`config.mk`:
```
export PLATFORM = sky130hd
export DESIGN_NAME = sram_port_arbiter_flat
export DESIGN_NICKNAME = d
export VERILOG_FILES = /design/src/rtl/sram_port_arbiter_if.sv /design/src/rtl/sram_port_arbiter.sv /design/src/flat_wrapper.sv
export SDC_FILE = /design/constraint.sdc
export NUM_CORES = 1
export LEC_CHECK = 0
export BUFFER_PORTS_ARGS = -buffer_cell sky130_fd_sc_hd__buf_2
export CAP_MARGIN = 20
export CORE_AREA = 4 4 208 210
export CTS_BUF_LIST = sky130_fd_sc_hd__clkbuf_8
export DETAILED_ROUTE_END_ITERATION = 8
export DIE_AREA = 0 0 212 214
export HOLD_SLACK_MARGIN = 0.03
export PLACE_DENSITY = 0.35
export SETUP_SLACK_MARGIN = 0.1
export SLEW_MARGIN = 10
export SYNTH_ARGS = -nofsm -noshare
export SYNTH_HDL_FRONTEND = slang
export SYNTH_SLANG_ARGS = --single-unit
```
`constraint.sdc`:
```
create_clock -name clk -period 2.8 [get_ports clk]
set_clock_uncertainty 0.15 [all_clocks]
set_input_delay 0.56 -clock clk [delete_from_list [all_inputs] [get_ports clk]]
set_output_delay 0.56 -clock clk [all_outputs]
set_load 0.01 [all_outputs]
```
`src/rtl/sram_port_arbiter_if.sv`:
```
// sram_port_arbiter_if
//   Bundles the two requester ports (line-buffer writer, filter-engine reader)
//   and the single-port SRAM pins that the arbiter shares between them.
//
//   Modports
//     slave  : the arbiter. Takes requests and SRAM read data, returns grants,
//              the read-data strobe and the SRAM control/address/data pins.
//     master : the environment (requesters plus SRAM). Drives requests and
//              SRAM read data, observes grants and SRAM pins.
//
//   Signals
//     wr_req / wr_addr / wr_data : writer request, address, data
//     wr_gnt                     : write accepted at the end of this cycle
//     rd_req / rd_addr           : reader request, address
//     rd_gnt                     : read accepted at the end of this cycle
//     rd_valid / rd_data         : read data, one cycle after rd_gnt
//     mem_cs / mem_we / mem_addr / mem_din / mem_dout : SRAM pins
interface sram_port_arbiter_if #(
  parameter int WD    = 128,
  parameter int DEPTH = 64,
  parameter int WA    = $clog2(DEPTH)
);

  logic          wr_req;
  logic [WA-1:0] wr_addr;
  logic [WD-1:0] wr_data;
  logic          wr_gnt;

  logic          rd_req;
  logic [WA-1:0] rd_addr;
  logic          rd_gnt;
  logic          rd_valid;
  logic [WD-1:0] rd_data;

  logic          mem_cs;
  logic          mem_we;
  logic [WA-1:0] mem_addr;
  logic [WD-1:0] mem_din;
  logic [WD-1:0] mem_dout;

  modport slave (
    input  wr_req, wr_addr, wr_data,
    input  rd_req, rd_addr,
    input  mem_dout,
    output wr_gnt, rd_gnt, rd_valid, rd_data,
    output mem_cs, mem_we, mem_addr, mem_din
  );

  modport master (
    output wr_req, wr_addr, wr_data,
    output rd_req, rd_addr,
    output mem_dout,
    input  wr_gnt, rd_gnt, rd_valid, rd_data,
    input  mem_cs, mem_we, mem_addr, mem_din
  );

endinterface

```
`src/rtl/sram_port_arbiter.sv`:
```
// sram_port_arbiter
//   Shares one single-port SRAM between the Filter2D line-buffer writer and
//   the filter-engine reader. At most one access is granted per cycle, with
//   round-robin priority and a bounded burst hold of MAX_BURST consecutive
//   grants while the other side waits. Read data comes back with rd_valid one
//   cycle after rd_gnt, matching the SRAM's one-cycle read latency.
//
//   Ports
//     clk  : clock, all state on the rising edge
//     rst  : asynchronous active-high reset
//     bus  : sram_port_arbiter_if.slave (requester handshakes + SRAM pins)
//
//   Arbitration state
//     state    | meaning
//     ---------+-----------------------------------------------------------
//     OWN_IDLE | no grant last cycle; ties go to the side that is not last_q
//     OWN_WR   | writer was granted last cycle; cnt_q counts its run length
//     OWN_RD   | reader was granted last cycle; cnt_q counts its run length
module sram_port_arbiter #(
  parameter int WD        = 128,
  parameter int DEPTH     = 64,
  parameter int WA        = $clog2(DEPTH),
  parameter int MAX_BURST = 4
) (
  input  logic                clk,
  input  logic                rst,
  sram_port_arbiter_if.slave  bus
);

  localparam int            CW      = $clog2(MAX_BURST + 1);
  localparam logic [CW-1:0] MAX_CNT = CW'(MAX_BURST);
  localparam logic [CW-1:0] ONE_CNT = CW'(1);

  typedef enum logic [1:0] {
    OWN_IDLE = 2'd0,
    OWN_WR   = 2'd1,
    OWN_RD   = 2'd2
  } owner_t;

  owner_t        owner_q, owner_d;
  owner_t        last_q,  last_d;
  logic [CW-1:0] cnt_q,   cnt_d;
  logic          rd_valid_q;

  logic          gnt_wr;
  logic          gnt_rd;

  // State register: async reset clears ownership immediately, and last_q
  // resets to the reader so the writer wins the first tie.
  always_ff @(posedge clk or posedge rst) begin
    if (rst) begin
      owner_q    <= OWN_IDLE;
      last_q     <= OWN_RD;
      cnt_q      <= '0;
      rd_valid_q <= 1'b0;
    end else begin
      owner_q    <= owner_d;
      last_q     <= last_d;
      cnt_q      <= cnt_d;
      rd_valid_q <= gnt_rd;
    end
  end

  // Grant decision and next state.
  always_comb begin
    owner_d = owner_q;
    last_d  = last_q;
    cnt_d   = cnt_q;
    gnt_wr  = 1'b0;
    gnt_rd  = 1'b0;

    unique case (owner_q)
      OWN_IDLE: begin
        if (bus.wr_req && (!bus.rd_req || last_q == OWN_RD)) begin
          gnt_wr = 1'b1;
        end else if (bus.rd_req) begin
          gnt_rd = 1'b1;
        end
      end
      OWN_WR: begin
        // Keep the run while under the burst limit, yield if the reader
        // waits, otherwise keep serving the lone writer with a fresh run.
        if (bus.wr_req && cnt_q < MAX_CNT) begin
          gnt_wr = 1'b1;
        end else if (bus.rd_req) begin
          gnt_rd = 1'b1;
        end else if (bus.wr_req) begin
          gnt_wr = 1'b1;
        end
      end
      OWN_RD: begin
        if (bus.rd_req && cnt_q < MAX_CNT) begin
          gnt_rd = 1'b1;
        end else if (bus.wr_req) begin
          gnt_wr = 1'b1;
        end else if (bus.rd_req) begin
          gnt_rd = 1'b1;
        end
      end
      default: begin
        owner_d = OWN_IDLE;
      end
    endcase

    if (gnt_wr) begin
      owner_d = OWN_WR;
      last_d  = OWN_WR;
      cnt_d   = (owner_q == OWN_WR && cnt_q < MAX_CNT) ? cnt_q + ONE_CNT : ONE_CNT;
    end else if (gnt_rd) begin
      owner_d = OWN_RD;
      last_d  = OWN_RD;
      cnt_d   = (owner_q == OWN_RD && cnt_q < MAX_CNT) ? cnt_q + ONE_CNT : ONE_CNT;
    end else begin
      owner_d = OWN_IDLE;
      cnt_d   = '0;
    end
  end

  // Grants are masked during reset: state is already IDLE, but an IDLE
  // arbiter would otherwise still grant a pending request.
  assign bus.wr_gnt   = gnt_wr & ~rst;
  assign bus.rd_gnt   = gnt_rd & ~rst;

  assign bus.mem_cs   = bus.wr_gnt | bus.rd_gnt;
  assign bus.mem_we   = bus.wr_gnt;
  assign bus.mem_addr = bus.wr_gnt ? bus.wr_addr : bus.rd_addr;
  assign bus.mem_din  = bus.wr_data;

  assign bus.rd_valid = rd_valid_q;
  assign bus.rd_data  = bus.mem_dout;

endmodule
```
`src/flat_wrapper.sv`:
```
// flat-port wrapper written by rule: the top's interface ports become plain ports
module sram_port_arbiter_flat 
#(
  parameter int WD        = 128,
  parameter int DEPTH     = 64,
  parameter int WA        = $clog2(DEPTH),
  parameter int MAX_BURST = 4
)
  (clk, rst, bus_wr_req, bus_wr_addr, bus_wr_data, bus_rd_req, bus_rd_addr, bus_mem_dout, bus_wr_gnt, bus_rd_gnt, bus_rd_valid, bus_rd_data, bus_mem_cs, bus_mem_we, bus_mem_addr, bus_mem_din);
  sram_port_arbiter_if #(.WD(WD), .DEPTH(DEPTH), .WA(WA)) bus_i ();
  input  logic clk;
  input  logic rst;
  input wire logic [$bits(bus_i.wr_req)-1:0] bus_wr_req;
  input wire logic [$bits(bus_i.wr_addr)-1:0] bus_wr_addr;
  input wire logic [$bits(bus_i.wr_data)-1:0] bus_wr_data;
  input wire logic [$bits(bus_i.rd_req)-1:0] bus_rd_req;
  input wire logic [$bits(bus_i.rd_addr)-1:0] bus_rd_addr;
  input wire logic [$bits(bus_i.mem_dout)-1:0] bus_mem_dout;
  output wire logic [$bits(bus_i.wr_gnt)-1:0] bus_wr_gnt;
  output wire logic [$bits(bus_i.rd_gnt)-1:0] bus_rd_gnt;
  output wire logic [$bits(bus_i.rd_valid)-1:0] bus_rd_valid;
  output wire logic [$bits(bus_i.rd_data)-1:0] bus_rd_data;
  output wire logic [$bits(bus_i.mem_cs)-1:0] bus_mem_cs;
  output wire logic [$bits(bus_i.mem_we)-1:0] bus_mem_we;
  output wire logic [$bits(bus_i.mem_addr)-1:0] bus_mem_addr;
  output wire logic [$bits(bus_i.mem_din)-1:0] bus_mem_din;
  assign bus_i.wr_req = bus_wr_req;
  assign bus_i.wr_addr = bus_wr_addr;
  assign bus_i.wr_data = bus_wr_data;
  assign bus_i.rd_req = bus_rd_req;
  assign bus_i.rd_addr = bus_rd_addr;
  assign bus_i.mem_dout = bus_mem_dout;
  assign bus_wr_gnt = bus_i.wr_gnt;
  assign bus_rd_gnt = bus_i.rd_gnt;
  assign bus_rd_valid = bus_i.rd_valid;
  assign bus_rd_data = bus_i.rd_data;
  assign bus_mem_cs = bus_i.mem_cs;
  assign bus_mem_we = bus_i.mem_we;
  assign bus_mem_addr = bus_i.mem_addr;
  assign bus_mem_din = bus_i.mem_din;
  sram_port_arbiter #(.WD(WD), .DEPTH(DEPTH), .WA(WA), .MAX_BURST(MAX_BURST)) u_core (.clk(clk), .rst(rst), .bus(bus_i));
endmodule
```
==> flow_summary.yaml, run 1 <==
layout:
  final_nets: 358
  drive_above_1_share_pct: 56.0
  layoutNonFillerInstCount: 626
  final_util_pct: 3.51
  syn_to_final_growth_pct: -41.0
  final_area_sq_um: 1460
power_and_ir_drop:
  ir_drop_uv: 121
  powerDensity_nw_per_um2: 444
  p_leak_nw: 0.456
  p_total_mw: 0.648
flow_run:
  cap_violations: 0
critical_path:
  crit_path_start_kind: "register"
  reg2reg_slack_ps: 1150
  cpMaxStageDelayCell: "dfstp_2"
  worst-path-max-fanout: 7
  r2r_start: "u_core.owner_q[1]$_DFF_PP0_"
  regToRegEndpoint: "u_core.last_q[0]$_DFFE_PP0P_"
  cp.arrival_ps: 1920
  critPathCapture: "bus_mem_addr[3]"
  crit_start: "u_core.last_q[1]$_DFFE_PP1P_"
  max_stage_delay_ps: 540
  path_class: "register to primary output"
  cp_data_required_time_ps: 2090
  path_cells: "nand2b_4, a2111oi_4, a22oi_4, buf_12, mux2_4, buf_2"
  critPathCaptureType: "primary output"
  reg2regPathDepth: 5
detailed_routing:
  wirelength_mm: 8.01
  wl_per_cell_um: 12.8
  viasPerCell: 1.41
  drt_iter0_drc: 44
  drc: 0
  drt_first_pass_iters: 5
  dr_total_vias: 883
  ant_nets: 0
grt:
  top_usage_layer: "met4"
  grt_overflow: 0
  grt_max_degree: 10
  grt_usage_pct: 3.35
  grt_pass1_vias: 975
  antenna_found_initial: 3
  met3_usage_pct: 3.65
  grt_pass1_wl_mm: 9.35
  grt.met1_usage_pct: 2.29
  use_met2_pct: 2.91
logic_synthesis:
  ys_top_cells_by_area: "buf_4 (78%), dfrtp_1 (7.1%), mux2_4 (3.6%)"
  synth-seq-area-share_pct: 8.14
  netlist_area_sq_um: 2470
  yosysTopAreaCellShare_pct: 78.0
  syn_inst: 307
  synthArstFlopShare_pct: 100
  syn_avg_cell_area_sq_um: 8.06
  synth_top_cell_by_area: "buf_4"
  yosysMostFrequentCell: "buf_4"
  synth_warnings: 0
  syn_nets: 580
  netlist_top_cells_count: "buf_4 (257), dfrtp_1 (7), a21oi_1 (6), mux2_4 (6), inv_1 (5)"
  synth-edff-count: 0
  synth.distinct_cells: 24
  ys.flop_type: "dfrtp_1"
  ys_seq_elements: 8
cts:
  worstSkewPairLatency_ps: 230
  cts_tree: "yes"
  htree_num_levels: 1
  cts_root_buf: "clkbuf_8"
  cts.sink_count: 8
  clockBufferDepth: 2
  clk_pin_slew_worst_paths_ps: 40
  cts_buffers: 3
  ctsHoldBuffers: 0
placed_design:
  gp_congestion: 0.652
  io_buffers: 26
  hpwl_mm: 6.84
  place_area_sq_um: 1370
  place_inst: 618
sta:
  timing.final.crit_period_ps: 2630
  hold_viol: 0
  setup_viol: 0
  max_freq_mhz: 380
  slew_headroom_pct: 76.3
  finalCritPeriodShare_pct: 94.1
  rsz0062_at_grt: "true"
  worst_pin_slew_ps: 356
  setup_tns_ps: 0
  drv_slew: 0
floorplanning:
  die_w_um: 212
  row_count: 75
  die_h_um: 214
  start_util_pct: 5.95
  io_pins: 539
  core_area_sq_um: 41600
  die_area_sq_um: 45400
run_status:
  status: "complete, no violations"
min_path:
  holdCritPathClass: "input port to asynchronous set/reset pin"
==> registers in the layout, summed over array words and instances (netlist names) <==
| signal | cells |
|---|---|
| u_core.bus.rd_valid | 1 |
| u_core.cnt_q | 3 |
| u_core.last_q | 2 |
| u_core.owner_q | 2 |
==> layout make-up <==
cell class              count  area (sq um)
clock buffers               3          41.3
well taps                 539           674
multi-input cells          36           324
fillers                  4929         40100
clock inverters             1          3.75
diodes                      3          7.51
flip-flops and latches      8           203
repair buffers             31           186
inverters                   5          18.8
==> report_power, final <==
part,leakage (nW),internal [mW],switching [mW],total [mW]
sequential,0.0974,0.162,0.0476,0.210
clock,0.0269,0.0949,0.0453,0.140
combinational,0.332,0.160,0.138,0.298
total,0.456,0.417,0.231,0.648
==> cell families after synthesis <==
kind of cell | count (synthesis) | synth area share (%)
AOI/OAI and AO/OA | 14 | 5.01
DFF | 8 | 8.14
and+or+nand+nor | 15 | 3.74
buffers and inverters | 263 | 79.0
adders and majority gates | 1 | 0.506
muxes | 6 | 3.64
==> what timing repair did <==
| item | in CTS | in global routing |
|---|---|---|
| setup endpoints to repair | 0 | 8 |
| setup buffers | 0 | 1 |
| gates resized for setup | 0 | 3 |
| endpoints found under the hold margin | 0 | 0 |
==> critical path, delay by kind of cell (launching register included) <==
family / cells / cell delay, ps
flip-flops: 1 / 540
AO/OA/AOI/OAI: 2 / 500
buffers and inverters: 2 / 290
multiplexers: 1 / 290
AND/OR/NAND/NOR: 1 / 60
==> layer usage <==
metal	up-vias	routed length (um)
met1	292	1880
met5	-	17
met4	2	1700
met3	138	2030
li1	248	-
met2	203	2370
==> cell usage in the layout (no fill, tap or decap), types with 3 or more instances in the layout <==
cell type / count
a21oi_1: 6
mux2_4: 6
buf_4: 4
dfrtp_1: 6
inv_1: 6
buf_2: 25
clkbuf_8: 3
diode_2: 3
nor2_1: 3
==> through the flow <==
| step | hold WS, ps | worst slack (ps) |
|---|---|---|
| floorplan | 254 | 473 |
| global placement | 318 | 192 |
| detailed placement | 327 | 177 |
| CTS | 271 | 114 |
| global route | 285 | 44.9 |
| finish | 281 | 165 |
==> worst min path at each step <==
stage	cells after the start	slack [ps]	end
final	3	280	u_core.last_q[0]$_DFFE_PP0P_
after detailed placement	1	330	u_core.last_q[0]$_DFFE_PP0P_
after CTS	3	270	u_core.cnt_q[1]$_DFF_PP0_
after global placement	1	320	u_core.last_q[0]$_DFFE_PP0P_
after global routing	3	290	u_core.cnt_q[1]$_DFF_PP0_
after floorplan	1	250	u_core.bus.rd_valid$_DFF_PP0_
(Power assumes the default switching activity.)
==> inputs of run 2 (changes only) <==
--- a/config.mk
+++ b/config.mk
@@ -7,10 +7,11 @@
 export LEC_CHECK = 0
 export BUFFER_PORTS_ARGS = -buffer_cell sky130_fd_sc_hd__buf_2
 export CAP_MARGIN = 20
-export CORE_AREA = 4 4 208 210
+export CORE_AREA = 3 3 207 209
 export CTS_BUF_LIST = sky130_fd_sc_hd__clkbuf_8
+export CTS_CLUSTER_SIZE = 16
 export DETAILED_ROUTE_END_ITERATION = 8
-export DIE_AREA = 0 0 212 214
+export DIE_AREA = 0 0 210 212
 export HOLD_SLACK_MARGIN = 0.03
 export PLACE_DENSITY = 0.35
 export SETUP_SLACK_MARGIN = 0.1
==> run 2 against run 1 <==
Effect of this change: design area up 2.4%; flip-flop and latch count is the same; register-to-register slack lost 20 ps; via count rose by 9.4%; combinational power grew 12%; cell count shrank 1.4%; first-iteration DRC count grew 25%; global-route usage increased by 0.071 points; clock power about the same; sequential share of layout area is 0.41 points lower; largest cell class unchanged.
==> flow_summary.yaml, run 2 (synthesized netlist as in run 1, its figures left out) <==
detailed_routing:
  drt_first_pass_iters: 2
  viasPerCell: 1.57
  wl_per_cell_um: 13.5
  wirelength_mm: 8.33
  ant_nets: 0
  drc: 0
  drt_iter0_drc: 55
  dr_total_vias: 966
power_and_ir_drop:
  p_leak_nw: 0.471
  ir_drop_uv: 119
  powerDensity_nw_per_um2: 457
critical_path:
  critPathCaptureType: "primary output"
  r2r_start: "u_core.last_q[1]$_DFFE_PP1P_"
  cpMaxStageDelayCell: "dfstp_2"
  path_class: "register to primary output"
  crit_path_start_kind: "register"
  worst-path-max-fanout: 7
  max_stage_delay_ps: 550
  cp.arrival_ps: 1980
  path_cells: "nand2b_4, a2111oi_4, a22oi_4, buf_12, mux2_4, buf_6"
  regToRegEndpoint: "u_core.bus.rd_valid$_DFF_PP0_"
  reg2reg_slack_ps: 1130
  reg2regPathDepth: 5
  cp_data_required_time_ps: 2090
run_status:
  status: "complete, no violations"
sta:
  max_freq_mhz: 372
  timing.hold.ws_ps: 287
  setup_tns_ps: 0
  hold_viol: 0
  rsz0062_at_grt: "true"
  timing.final.crit_period_ps: 2690
  drv_slew: 0
  worst_pin_slew_ps: 341
  setup_viol: 0
  finalCritPeriodShare_pct: 96.1
  slew_headroom_pct: 77.2
layout:
  nFillCells: 4859
  syn_to_final_growth_pct: -39.6
  largest_reg_flops: 3
  largest_register: "u_core.cnt_q"
  final_cell_mix: "buf_2 (19), buf_6 (7), dfrtp_1 (7)"
  reg_top3: "u_core.cnt_q x3, u_core.last_q x2, u_core.owner_q x2"
  drive_above_1_share_pct: 57.6
  final_area_sq_um: 1490
  diodes: 0
  final_nets: 359
  final_common_cell: "buf_2"
floorplanning:
  row_count: 74
  core_area_sq_um: 41000
  die_h_um: 212
  io_pins: 539
  die_w_um: 210
  die_area_sq_um: 44500
  start_util_pct: 6.03
grt:
  antenna_found_initial: 1
  grt_max_degree: 10
  grt_pass1_vias: 1064
  grt_usage_pct: 3.42
  grt_overflow: 0
  grt_pass1_wl_mm: 9.68
cts:
  cts_tree: "yes"
  worstSkewPairLatency_ps: 230
  cts.sink_count: 8
  cts_root_buf: "clkbuf_8"
  cts_buffers: 3
  htree_num_levels: 1
  ctsHoldBuffers: 0
  clockBufferDepth: 2
  clk_pin_slew_worst_paths_ps: 40
min_path:
  holdCritPathClass: "input port to asynchronous set/reset pin"
placed_design:
  place_area_sq_um: 1370
  hpwl_mm: 7.04
  io_buffers: 26
  gp_congestion: 0.580
flow_run:
  cap_violations: 0
[run 2: changes by cell type in the layout (fill, tap and decap cells not counted), moves of 2 or more]
cell / before / now
buf_6: 1 / 7
a21oi_1: 6 / 4
buf_2: 25 / 19
a21oi_2: 0 / 2
diode_2: 3 / 0
[run 2: cell type report]
type	count	area [sq um]	share of cell area, %
well taps	532	666	44.6
inverters	5	18.8	1.26
clock inverters	1	3.75	0.251
multi-input cells	36	332	22.2
repair buffers	32	231	15.5
clock buffers	3	41.3	2.76
flip-flops and latches	8	201	13.5
[run 2: worst max-delay path by stage]
stage,startpoint,endpoint,slack (ps),cells after the start
global placement,bus_wr_req,bus_rd_gnt,160,7
CTS,u_core.last_q[1]$_DFFE_PP1P_,bus_mem_cs,100,7
global route,u_core.last_q[1]$_DFFE_PP1P_,bus_mem_addr[5],40,6
finish,u_core.last_q[1]$_DFFE_PP1P_,bus_mem_addr[5],110,6
detailed placement,bus_rd_req,bus_mem_addr[0],170,6
floorplan,u_core.last_q[1]$_DFFE_PP1P_,bus_mem_addr[0],470,4
[run 2: routing by layer]
layer	GRT usage, %	up-vias	wire length [um]
li1	-	246	-
met2	3.62	246	2860
met3	4.54	144	2370
met4	5.35	2	1250
met1	2.11	328	1840
met5	0	-	13
[run 2: repair_timing]
action	4_1_cts	5_1_grt
pin swaps	2	3
endpoints found under the setup margin	7	8
setup buffers	1	1
resized for setup	0	11
endpoints found under the hold margin	0	0
[run 2: through the flow]
stage | instances | worst slack (ps) | util [%] | total power, mW
finish | 617 | 110 | 3.64 | 0.682
global route | 617 | 39.9 | 3.64 | 0.739
CTS | 616 | 98.8 | 3.49 | 0.658
detailed placement | 611 | 169 | 3.33 | 0.498
global placement | 611 | 161 | 3.33 | 0.498
floorplan | 307 | 473 | - | 0.765
[run 2: power breakdown]
part / internal (mW) / leakage, nW / switching [mW]
Clock: 0.0948 / 0.0269 / 0.0442
Combinational: 0.184 / 0.346 / 0.150
Sequential: 0.161 / 0.0986 / 0.0488
Total: 0.439 / 0.471 / 0.243
[run 2: worst max-delay path, delay by kind of cell, from the launching register on]
kind            cells  cell delay [ps]
compound gates      2              550
buf+inv             2              280
flops               1              550
mux                 1              300
simple gates        1               70
==> inputs of run 3 (changes only) <==
--- a/config.mk
+++ b/config.mk
@@ -5,13 +5,14 @@
 export SDC_FILE = /design/constraint.sdc
 export NUM_CORES = 1
 export LEC_CHECK = 0
+export ABC_AREA = 1
 export BUFFER_PORTS_ARGS = -buffer_cell sky130_fd_sc_hd__buf_2
 export CAP_MARGIN = 20
-export CORE_AREA = 3 3 207 209
+export CORE_AREA = 3 3 206 208
 export CTS_BUF_LIST = sky130_fd_sc_hd__clkbuf_8
 export CTS_CLUSTER_SIZE = 16
 export DETAILED_ROUTE_END_ITERATION = 8
-export DIE_AREA = 0 0 210 212
+export DIE_AREA = 0 0 209 211
 export HOLD_SLACK_MARGIN = 0.03
 export PLACE_DENSITY = 0.35
 export SETUP_SLACK_MARGIN = 0.1
==> run 3 against run 2 <==
Effect of this change: sequential power decreased by 5%; clock-buffer cell count unchanged; worst setup slack improved by 390 ps; global-route usage increased by 0.27 points; critical path type unchanged; highest routed layer unchanged.
==> flow_summary.yaml, run 3 <==
run_status:
  status: "complete, no violations"
critical_path:
  cp.arrival_ps: 1590
  r2r_start: "u_core.cnt_q[2]$_DFF_PP0_"
  reg2reg_slack_ps: 1330
  regToRegEndpoint: "u_core.cnt_q[0]$_DFF_PP0_"
  crit_path_start_kind: "register"
  reg2regPathDepth: 9
  cp_data_required_time_ps: 2090
  path_class: "register to primary output"
  critPathCaptureType: "primary output"
  worst-path-max-fanout: 11
sta:
  drv_slew: 0
  slew_headroom_pct: 83.5
  worst_pin_slew_ps: 246
  hold_viol: 0
  timing.final.crit_period_ps: 2300
  timing.hold.ws_ps: 249
  max_freq_mhz: 435
  setup_tns_ps: 0
  rsz0062_at_grt: "false"
  finalCritPeriodShare_pct: 82.2
  setup_viol: 0
placed_design:
  io_buffers: 26
  gp_congestion: 0.601
  hpwl_mm: 7.41
  place_area_sq_um: 1340
cts:
  ctsHoldBuffers: 0
  cts_root_buf: "clkbuf_8"
  htree_num_levels: 1
  cts.sink_count: 8
  clockBufferDepth: 2
  worstSkewPairLatency_ps: 230
  cts_buffers: 3
  cts_setup_buffers: 0
  cts_tree: "yes"
  clk_pin_slew_worst_paths_ps: 50
  cts_resized: 0
logic_synthesis:
  synth-seq-area-share_pct: 8.17
  syn_nets: 610
  synth_top_cell_by_area: "buf_4"
  netlist_top_cells_count: "buf_4 (257), nand2_1 (30), nand3_1 (12)"
  ys.flop_type: "dfrtp_1"
  ys_seq_elements: 8
  synth.distinct_cells: 19
  synth_warnings: 0
  synth-edff-count: 0
  ys_top_cells_by_area: "buf_4 (78%), dfrtp_1 (7.1%), nand2_1 (4.6%)"
  synthArstFlopShare_pct: 100
  syn_avg_cell_area_sq_um: 7.32
  yosysMostFrequentCell: "buf_4"
  syn_inst: 337
  yosysTopAreaCellShare_pct: 78.2
  netlist_area_sq_um: 2470
layout:
  largest_reg_flops: 3
  final_area_sq_um: 1390
  final_cell_mix: "nand2_1 (30), buf_2 (26), inv_1 (12), nand3_1 (12), dfrtp_1 (7)"
  largest_register: "u_core.cnt_q"
  syn_to_final_growth_pct: -43.6
  final_nets: 386
  reg_top3: "u_core.cnt_q x3, u_core.last_q x2, u_core.owner_q x2"
  final_common_cell: "nand2_1"
  drive_above_1_share_pct: 34.8
  nFillCells: 4881
detailed_routing:
  wl_per_cell_um: 13.6
  drc: 0
  ant_nets: 0
  drt_iter0_drc: 35
  dr_total_vias: 1055
  drt_first_pass_iters: 4
  wirelength_mm: 8.80
  viasPerCell: 1.64
floorplanning:
  start_util_pct: 6.05
  die_w_um: 209
  row_count: 74
  die_h_um: 211
  io_pins: 539
  die_area_sq_um: 44100
  core_area_sq_um: 40700
grt:
  grt_overflow: 0
  grt_max_degree: 16
  grt_pass1_wl_mm: 10.8
  grt_usage_pct: 3.68
  antenna_found_initial: 1
  grt_pass1_vias: 1188
power_and_ir_drop:
  powerDensity_nw_per_um2: 552
  p_leak_nw: 0.476
  ir_drop_uv: 129
flow_run:
  cap_violations: 0
min_path:
  holdCritPathClass: "input port to asynchronous set/reset pin"
## run 3: cell types whose count changed after synthesis, sizes merged, moves of 2 or more
cell,before,now
a21oi,6,1
and2,2,0
inv,5,12
mux2,6,0
nand2,0,33
nand2b,2,0
nand3,2,13
nand3b,2,0
nor2,3,5
nor2b,2,0
## run 3: critical path, cell delays in order (launching register included)
cell and delay [ps]:
dfstp_2 520, nand3_1 90, nand2_1 70, nand2_1 70
nand3_2 90, buf_4 200, nand3_1 110, nand2_1 80
buf_2 120
## run 3: report_power, final
group / total (mW) / internal (mW) / leakage, nW / switching [mW]
Sequential: 0.199 / 0.171 / 0.0991 / 0.0277
Clock: 0.150 / 0.0958 / 0.0269 / 0.0545
Combinational: 0.419 / 0.146 / 0.350 / 0.273
## run 3: worst max-delay path by stage
stage	startpoint	end	slack [ps]	depth (start not counted)
after floorplan	rst	bus_wr_gnt	720	4
after global placement	bus_wr_req	bus_mem_addr[0]	490	9
after detailed placement	bus_rd_req	bus_mem_addr[3]	500	10
after CTS	u_core.last_q[1]$_DFFE_PP1P_	bus_mem_addr[1]	460	8
after global routing	u_core.last_q[1]$_DFFE_PP1P_	bus_mem_addr[1]	320	8
final	u_core.last_q[1]$_DFFE_PP1P_	bus_mem_addr[1]	500	8
## run 3: kinds of logic after synthesis
logic type	Yosys count	synth area share, %
adders and majority gates	1	0.507
DFF	8	8.17
and+or+nand+nor	53	9.74
buffers and inverters	271	80.7
AOI/OAI and AO/OA	4	0.913
## run 3: metal layers
layer	vias to the layer above	global-route usage, %	wire, um
met2	270	4.69	3460
met3	138	4.29	2340
met5	-	0	13
met1	331	1.73	1410
met4	2	6.47	1580
li1	314	-	-
## run 3: through the flow
stage / total power [mW] / worst slack, ps / std cells / util [%]
after floorplan: 0.837 / 723 / 337 / -
after global placement: 0.649 / 493 / 640 / 3.30
after detailed placement: 0.638 / 498 / 640 / 3.30
after CTS: 0.803 / 455 / 644 / 3.41
after global routing: 0.862 / 322 / 644 / 3.41
final: 0.768 / 499 / 645 / 3.42
## run 3: area by class of cell
type                            count  area [sq um]  share of cell area (%)
Tap cell                          532           666                    47.8
Multi-Input combinational cell     58           275                    19.8
Sequential cell                     8           201                    14.5
Timing Repair Buffer               29           153                    11.0
Inverter                           13          48.8                    3.51
Clock buffer                        3          41.3                    2.97
Clock inverter                      1          3.75                   0.270
Antenna cell                        1          2.50                   0.180
